**src/rtl/psram_wbuf_pkg.sv**
```systemverilog
// Shared types for the PSRAM byte-to-word write buffer.
// Entry layout, address widths and lane helpers.
package psram_wbuf_pkg;

    localparam int WADDR_W     = 21;
    localparam int BYTE_ADDR_W = 22;

    typedef struct packed {
        logic [WADDR_W-1:0] waddr;
        logic [15:0]        data;
        logic [1:0]         be;
    } wbuf_entry_t;

    function automatic logic [1:0] lane_mask(input logic lane);
        return lane ? 2'b10 : 2'b01;
    endfunction

endpackage

```
**src/rtl/sync_fifo.sv**
```systemverilog
// Generic single-clock FIFO with registered occupancy count.
// Push while full and pop while empty are ignored.
module sync_fifo #(
    parameter int WIDTH = 8,
    parameter int DEPTH = 16
) (
    input  logic                     clk,
    input  logic                     reset,
    input  logic                     push,
    input  logic [WIDTH-1:0]         wdata,
    input  logic                     pop,
    output logic [WIDTH-1:0]         rdata,
    output logic                     full,
    output logic                     empty,
    output logic [$clog2(DEPTH):0]   count
);

    localparam int AW = $clog2(DEPTH);

    logic [WIDTH-1:0] mem [DEPTH];
    logic [AW-1:0]    wptr;
    logic [AW-1:0]    rptr;
    logic [AW:0]      count_q;
    logic             do_push;
    logic             do_pop;

    assign full    = (count_q == (AW+1)'(DEPTH));
    assign empty   = (count_q == '0);
    assign count   = count_q;
    assign rdata   = mem[rptr];
    assign do_push = push && !full;
    assign do_pop  = pop && !empty;

    // Storage array, written at the tail.
    always_ff @(posedge clk) begin
        if (do_push) mem[wptr] <= wdata;
    end

    // Pointers wrap naturally; count tracks net push/pop.
    always_ff @(posedge clk or posedge reset) begin
        if (reset) begin
            wptr    <= '0;
            rptr    <= '0;
            count_q <= '0;
        end else begin
            if (do_push) wptr <= wptr + 1'b1;
            if (do_pop)  rptr <= rptr + 1'b1;
            count_q <= count_q + (AW+1)'(do_push) - (AW+1)'(do_pop);
        end
    end

endmodule

```
**src/rtl/psram_write_buffer.sv**
```systemverilog
// Coalesces byte writes into masked 16-bit PSRAM word writes.
// Staging word feeds a FIFO whose head drives the controller.
module psram_write_buffer
    import psram_wbuf_pkg::*;
#(
    parameter int DEPTH      = 16,
    parameter int IDLE_FLUSH = 8
) (
    input  logic                   clk,
    input  logic                   reset,
    input  logic                   wr_req,
    input  logic [BYTE_ADDR_W-1:0] wr_addr,
    input  logic [7:0]             wr_data,
    output logic                   busy,
    input  logic                   flush,
    output logic                   drained,
    output logic                   overflow,
    output logic                   mem_req,
    output logic [WADDR_W-1:0]     mem_addr,
    output logic [15:0]            mem_wdata,
    output logic [1:0]             mem_be,
    input  logic                   mem_ack
);

    localparam int CW = $clog2(DEPTH) + 1;
    localparam int IW = $clog2(IDLE_FLUSH + 1);
    localparam int EW = $bits(wbuf_entry_t);

    logic        stg_valid, stg_valid_nxt;
    wbuf_entry_t stg, stg_nxt, head;
    logic [IW-1:0] idle_cnt, idle_nxt;
    logic        flush_pend, flush_pend_nxt;
    logic        busy_q, drained_q, ovf_q;

    logic          f_full, f_empty, f_pop, stg_push;
    logic [EW-1:0] f_rdata;
    logic [CW-1:0] f_count, cnt_nxt;

    logic          acc, lane, same_word, new_word, timeout, served;
    logic [1:0]    mask;

    sync_fifo #(.WIDTH(EW), .DEPTH(DEPTH)) u_fifo (
        .clk   (clk),
        .reset (reset),
        .push  (stg_push),
        .wdata (stg),
        .pop   (f_pop),
        .rdata (f_rdata),
        .full  (f_full),
        .empty (f_empty),
        .count (f_count)
    );

    assign head = wbuf_entry_t'(f_rdata);

    // Staging, idle timer and flush latch next-state decisions.
    always_comb begin
        lane      = wr_addr[0];
        mask      = lane_mask(lane);
        acc       = wr_req && !busy_q;
        same_word = stg.waddr == wr_addr[BYTE_ADDR_W-1:1];
        new_word  = acc && stg_valid && (!same_word || ((stg.be & mask) != 2'b00));
        timeout   = idle_cnt >= IW'(IDLE_FLUSH - 1);
        stg_push  = new_word ||
                    (!acc && stg_valid && (flush_pend || timeout) && !f_full);
        served    = flush_pend &&
                    (new_word || (!acc && (!stg_valid || !f_full)));
        flush_pend_nxt = flush || (flush_pend && !served);
        f_pop     = mem_ack && !f_empty;
        cnt_nxt   = f_count + CW'(stg_push) - CW'(f_pop);

        stg_valid_nxt = stg_valid;
        stg_nxt       = stg;
        if (acc) begin
            if (!stg_valid || new_word) begin
                stg_valid_nxt = 1'b1;
                stg_nxt.waddr = wr_addr[BYTE_ADDR_W-1:1];
                stg_nxt.data  = '0;
                stg_nxt.be    = mask;
            end else begin
                stg_nxt.be = stg.be | mask;
            end
            if (lane) stg_nxt.data[15:8] = wr_data;
            else      stg_nxt.data[7:0]  = wr_data;
        end else if (stg_push) begin
            stg_valid_nxt = 1'b0;
            stg_nxt       = '0;
        end

        if (acc)                           idle_nxt = '0;
        else if (idle_cnt == IW'(IDLE_FLUSH)) idle_nxt = idle_cnt;
        else                               idle_nxt = idle_cnt + 1'b1;
    end

    // State and registered status flags.
    always_ff @(posedge clk or posedge reset) begin
        if (reset) begin
            stg_valid  <= 1'b0;
            stg        <= '0;
            idle_cnt   <= '0;
            flush_pend <= 1'b0;
            busy_q     <= 1'b0;
            drained_q  <= 1'b1;
            ovf_q      <= 1'b0;
        end else begin
            stg_valid  <= stg_valid_nxt;
            stg        <= stg_nxt;
            idle_cnt   <= idle_nxt;
            flush_pend <= flush_pend_nxt;
            busy_q     <= (CW'(DEPTH) - cnt_nxt) < CW'(2);
            drained_q  <= !stg_valid_nxt && (cnt_nxt == '0) && !flush_pend_nxt;
            if (wr_req && busy_q) ovf_q <= 1'b1;
        end
    end

    assign busy      = busy_q;
    assign drained   = drained_q;
    assign overflow  = ovf_q;
    assign mem_req   = !f_empty;
    assign mem_addr  = f_empty ? '0 : head.waddr;
    assign mem_wdata = f_empty ? '0 : head.data;
    assign mem_be    = f_empty ? '0 : head.be;

endmodule

```
**config.mk**
```make
export PLATFORM = sky130hd
export DESIGN_NAME = psram_write_buffer
export DESIGN_NICKNAME = d
export VERILOG_FILES = /design/src/rtl/psram_wbuf_pkg.sv /design/src/rtl/sync_fifo.sv /design/src/rtl/psram_write_buffer.sv
export SDC_FILE = /design/constraint.sdc
export NUM_CORES = 1
export LEC_CHECK = 0
export CAP_MARGIN = 20
export CORE_MARGIN = 3
export CORE_UTILIZATION = 60
export CTS_CLUSTER_SIZE = 28
export DETAILED_ROUTE_END_ITERATION = 16
export PLACE_DENSITY = 0.78
export SETUP_SLACK_MARGIN = 0.3
export SYNTH_ARGS = -nofsm -noshare
export SYNTH_HDL_FRONTEND = slang
export SYNTH_HIERARCHICAL = 1
export SYNTH_SLANG_ARGS = --single-unit
```
**constraint.sdc**
```tcl
create_clock -name clk -period 7.1 [get_ports clk]
set_clock_uncertainty 0.2 [all_clocks]
set_input_delay 0.71 -clock clk [delete_from_list [all_inputs] [get_ports clk]]
set_output_delay 0.71 -clock clk [all_outputs]
set_load 0.005 [all_outputs]
```
==> out/qor.txt <==
routed vias: 14190
clk slew on worst S/H paths: 0.06 ns
overall power: 0.01301 W
DRT Wirelength: 59240 um
Clock Sink Count: 685
top cell type's share of synthesized area: 0.6806
Initial Utilization: 0.6146
cell internal pwr: 0.008891 W
routability cong.: 0.7980
Final Max Tran Viols: 0
DP HPWL: 34040 um
Worst Setup Slack post-DPL: 2.098 ns
combinational power share: 0.325
Avg Cell Area, Syn: 18.75 um^2
IR drop worst, VDD: 0.0003039 V
number of flops mapped to enable cells by yosys: 624
Hold Buf Count CTS: 0
unrepaired setup endpoints after global routing: false
CTS Buf Count: 68
Die W: 220.2 um
yosys warns: 6
Syn Inst Count: 1468
busiest metal layer after global routing: met2
number of port buffers: 77
clk_lat worst skew: 0.58 ns
Clock H-tree levels: 3
fin crit period: 4.933 ns
pwr dens: 418.9 nW/um^2
Rows: 77
# resized after CTS: 0
die area: 48490 um^2
Req. time, crit path: 6.19 ns
antenna violations before repair: 1
global-route wire length before repair: 90470 um
ys flop type: edfxtp_1
FF+latch area: 20280 um^2
CP endpoint kind: primary output
Sw Ratio: 0.3164
area grow syn2layout: 12.79%
antenna cells: 0
Slew HR: 0.2707
Post-CTS Setup Bufs: 0
Max clock buf depth: 3
met3 usage: 0.04449
drt wl/cell: 26.89 um
Clk pwr share: 0.255
layout cells sized above 1: 0.1676
worst slew pin tran: 1.080 ns
Nets: 1623
Yosys cell types: 50
setup ws final: 2.167 ns
f_max: 202.7 MHz
max_cap viols: 0
most common cell in the netlist: edfxtp_1
Sw Pwr: 0.004115 W
I/O pins: 78
Global Route met1 Usage: 0.3648
clock tree from TritonCTS: yes
outcome: completed
multi-input logic area: 6713 um^2
path type of the worst setup path: reg2out
Pre-antenna DRT Iters: 5
Seq/Total Area, Yosys: 0.7361
largest area contributor in the netlist: edfxtp_1
final setup TNS: 0 ns
Initial DRC Count: 1484
largest net degree at the start of global routing: 93
FF-to-FF path depth: 9
HP Class: in2async
final global-route overflow total: 0
synth top area cells: edfxtp_1 (68%), mux4_2 (6.4%), mux2i_1 (5.7%), dfrtp_1 (5.5%), a221oi_2 (2.1%)
GR Layer Usage met2: 0.4051
Root Driver: clkbuf_16
DR vias/cell: 6.440
final period utilization: 0.6947
Core ar.: 44800 um^2
vias in the first global route: 14720
remaining design rule violation count: 0
Die H: 220.2 um
asr flop ratio synth: 0.08905
Startpoint Class: register
Leak: 10.75 nW
ANT nets after route: 0
Fill cells: 2723
Total GRT Usage: 0.2531
Worst EP arrival: 4.02 ns
Commonest cells post-synth: edfxtp_1 (624), mux2i_1 (157), mux4_2 (78)
Syn Nets: 1525
Final Setup Violations: 0
Post-Syn Area: 27530 um^2
Synth Register Bits: 685
final hold vios: 0
CP max FO: 63
Reg power frac: 0.420
==> cell families after synthesis <==
family / share of synthesized area
AO/OA/AOI/OAI: 0.06794
XOR/XNOR: 0.01241
adder cells (fa/ha/maj): 0.01054
buffers and inverters: 0.02318
flip-flops: 0.7361
multiplexers: 0.1217
AND/OR/NAND/NOR: 0.02813
==> power groups by stage <==
stage               combinational, W  sequential (W)  clock, W
floorplan                    0.00297         0.00528         0
global placement             0.00411         0.00550         0
detailed placement           0.00421         0.00554         0
CTS                          0.00426         0.00547   0.00336
global route                 0.00456         0.00552   0.00352
finish                       0.00423         0.00546   0.00331
==> state kept, by name (all words and copies together) (netlist names), 4 cells and up <==
name and flops:
u_fifo/count 5, idle_cnt 4, u_fifo/wptr 4, stg 39, u_fifo/mem 624, u_fifo/rptr 4
==> cells in the final DEF, fill, tap and decap left out, types with 4 or more instances in the layout <==
cell | synthesis | routed
edfxtp_1 | 624 | 624
mux2i_1 | 157 | 157
mux4_2 | 78 | 78
clkdlybuf4s50_1 | 0 | 77
clkbuf_16 | 0 | 72
nand2_1 | 58 | 58
dfrtp_1 | 60 | 56
nor2b_1 | 44 | 43
a221oi_1 | 40 | 40
a22oi_1 | 39 | 39
a221oi_2 | 38 | 38
o21ai_1 | 35 | 35
xnor2_1 | 34 | 34
inv_1 | 36 | 34
buf_4 | 19 | 25
a22o_1 | 22 | 22
ha_1 | 20 | 20
clkbuf_1 | 31 | 17
nor2_1 | 14 | 10
clkinv_1 | 1 | 9
o22ai_1 | 8 | 8
o2bb2ai_1 | 8 | 8
o21ai_0 | 8 | 8
and2_2 | 0 | 8
a21oi_1 | 7 | 7
clkinv_2 | 0 | 7
buf_12 | 0 | 7
nand4_1 | 6 | 6
clkbuf_8 | 1 | 6
xor2_1 | 5 | 5
a21o_1 | 4 | 4
nor3b_1 | 4 | 4
nand3_1 | 4 | 4
nor2_4 | 0 | 4
nor4_2 | 0 | 4
==> stage by stage <==
step,hold slack (ns),util,cell area (um^2),std cells
floorplan,0.2510,-,27530,1468
global placement,0.2431,0.6449,28890,2083
detailed placement,0.2643,0.6468,28980,2087
CTS,0.2866,0.6927,31030,2202
global route,0.2212,0.6931,31050,2203
finish,0.2168,0.6931,31050,2203
==> worst paths after layout <==
kind	from	endpoint	slack, ns
max	u_fifo/rptr[1]	mem_wdata[13]	2.17
min	reset	stg[21]	0.22
max reg2reg	stg[35]	u_fifo/mem[5][10]	2.83
min reg2reg	overflow	overflow	0.28
max in group asynchronous	reset	u_fifo/rptr[1]	5.97
min in group clk	overflow	overflow	0.28
==> per-layer routing <==
metal | share of wire | vias up
met5 | 0.00022 | -
met4 | 0.020 | 2
met3 | 0.081 | 83
met2 | 0.49 | 649
met1 | 0.41 | 7339
li1 | - | 6115
==> worst max-delay path, stage by stage (launching register included) <==
cell	delay, ns
dfrtp_4	0.89
and2_4	0.99
buf_4	0.43
a221oi_1	0.17
a22oi_1	0.23
nand2_1	0.07
nor2b_1	0.12
clkdlybuf4s50_1	0.47
==> layout make-up <==
class	instances	share of cell area
Sequential cell	685	0.6530
Multi-Input combinational cell	663	0.2162
Clock buffer	95	0.06274
Timing Repair Buffer	110	0.03626
Tap cell	592	0.02385
Inverter	38	0.004593
Clock inverter	20	0.003425
Note: power is estimated with default switching activity, not from simulation.
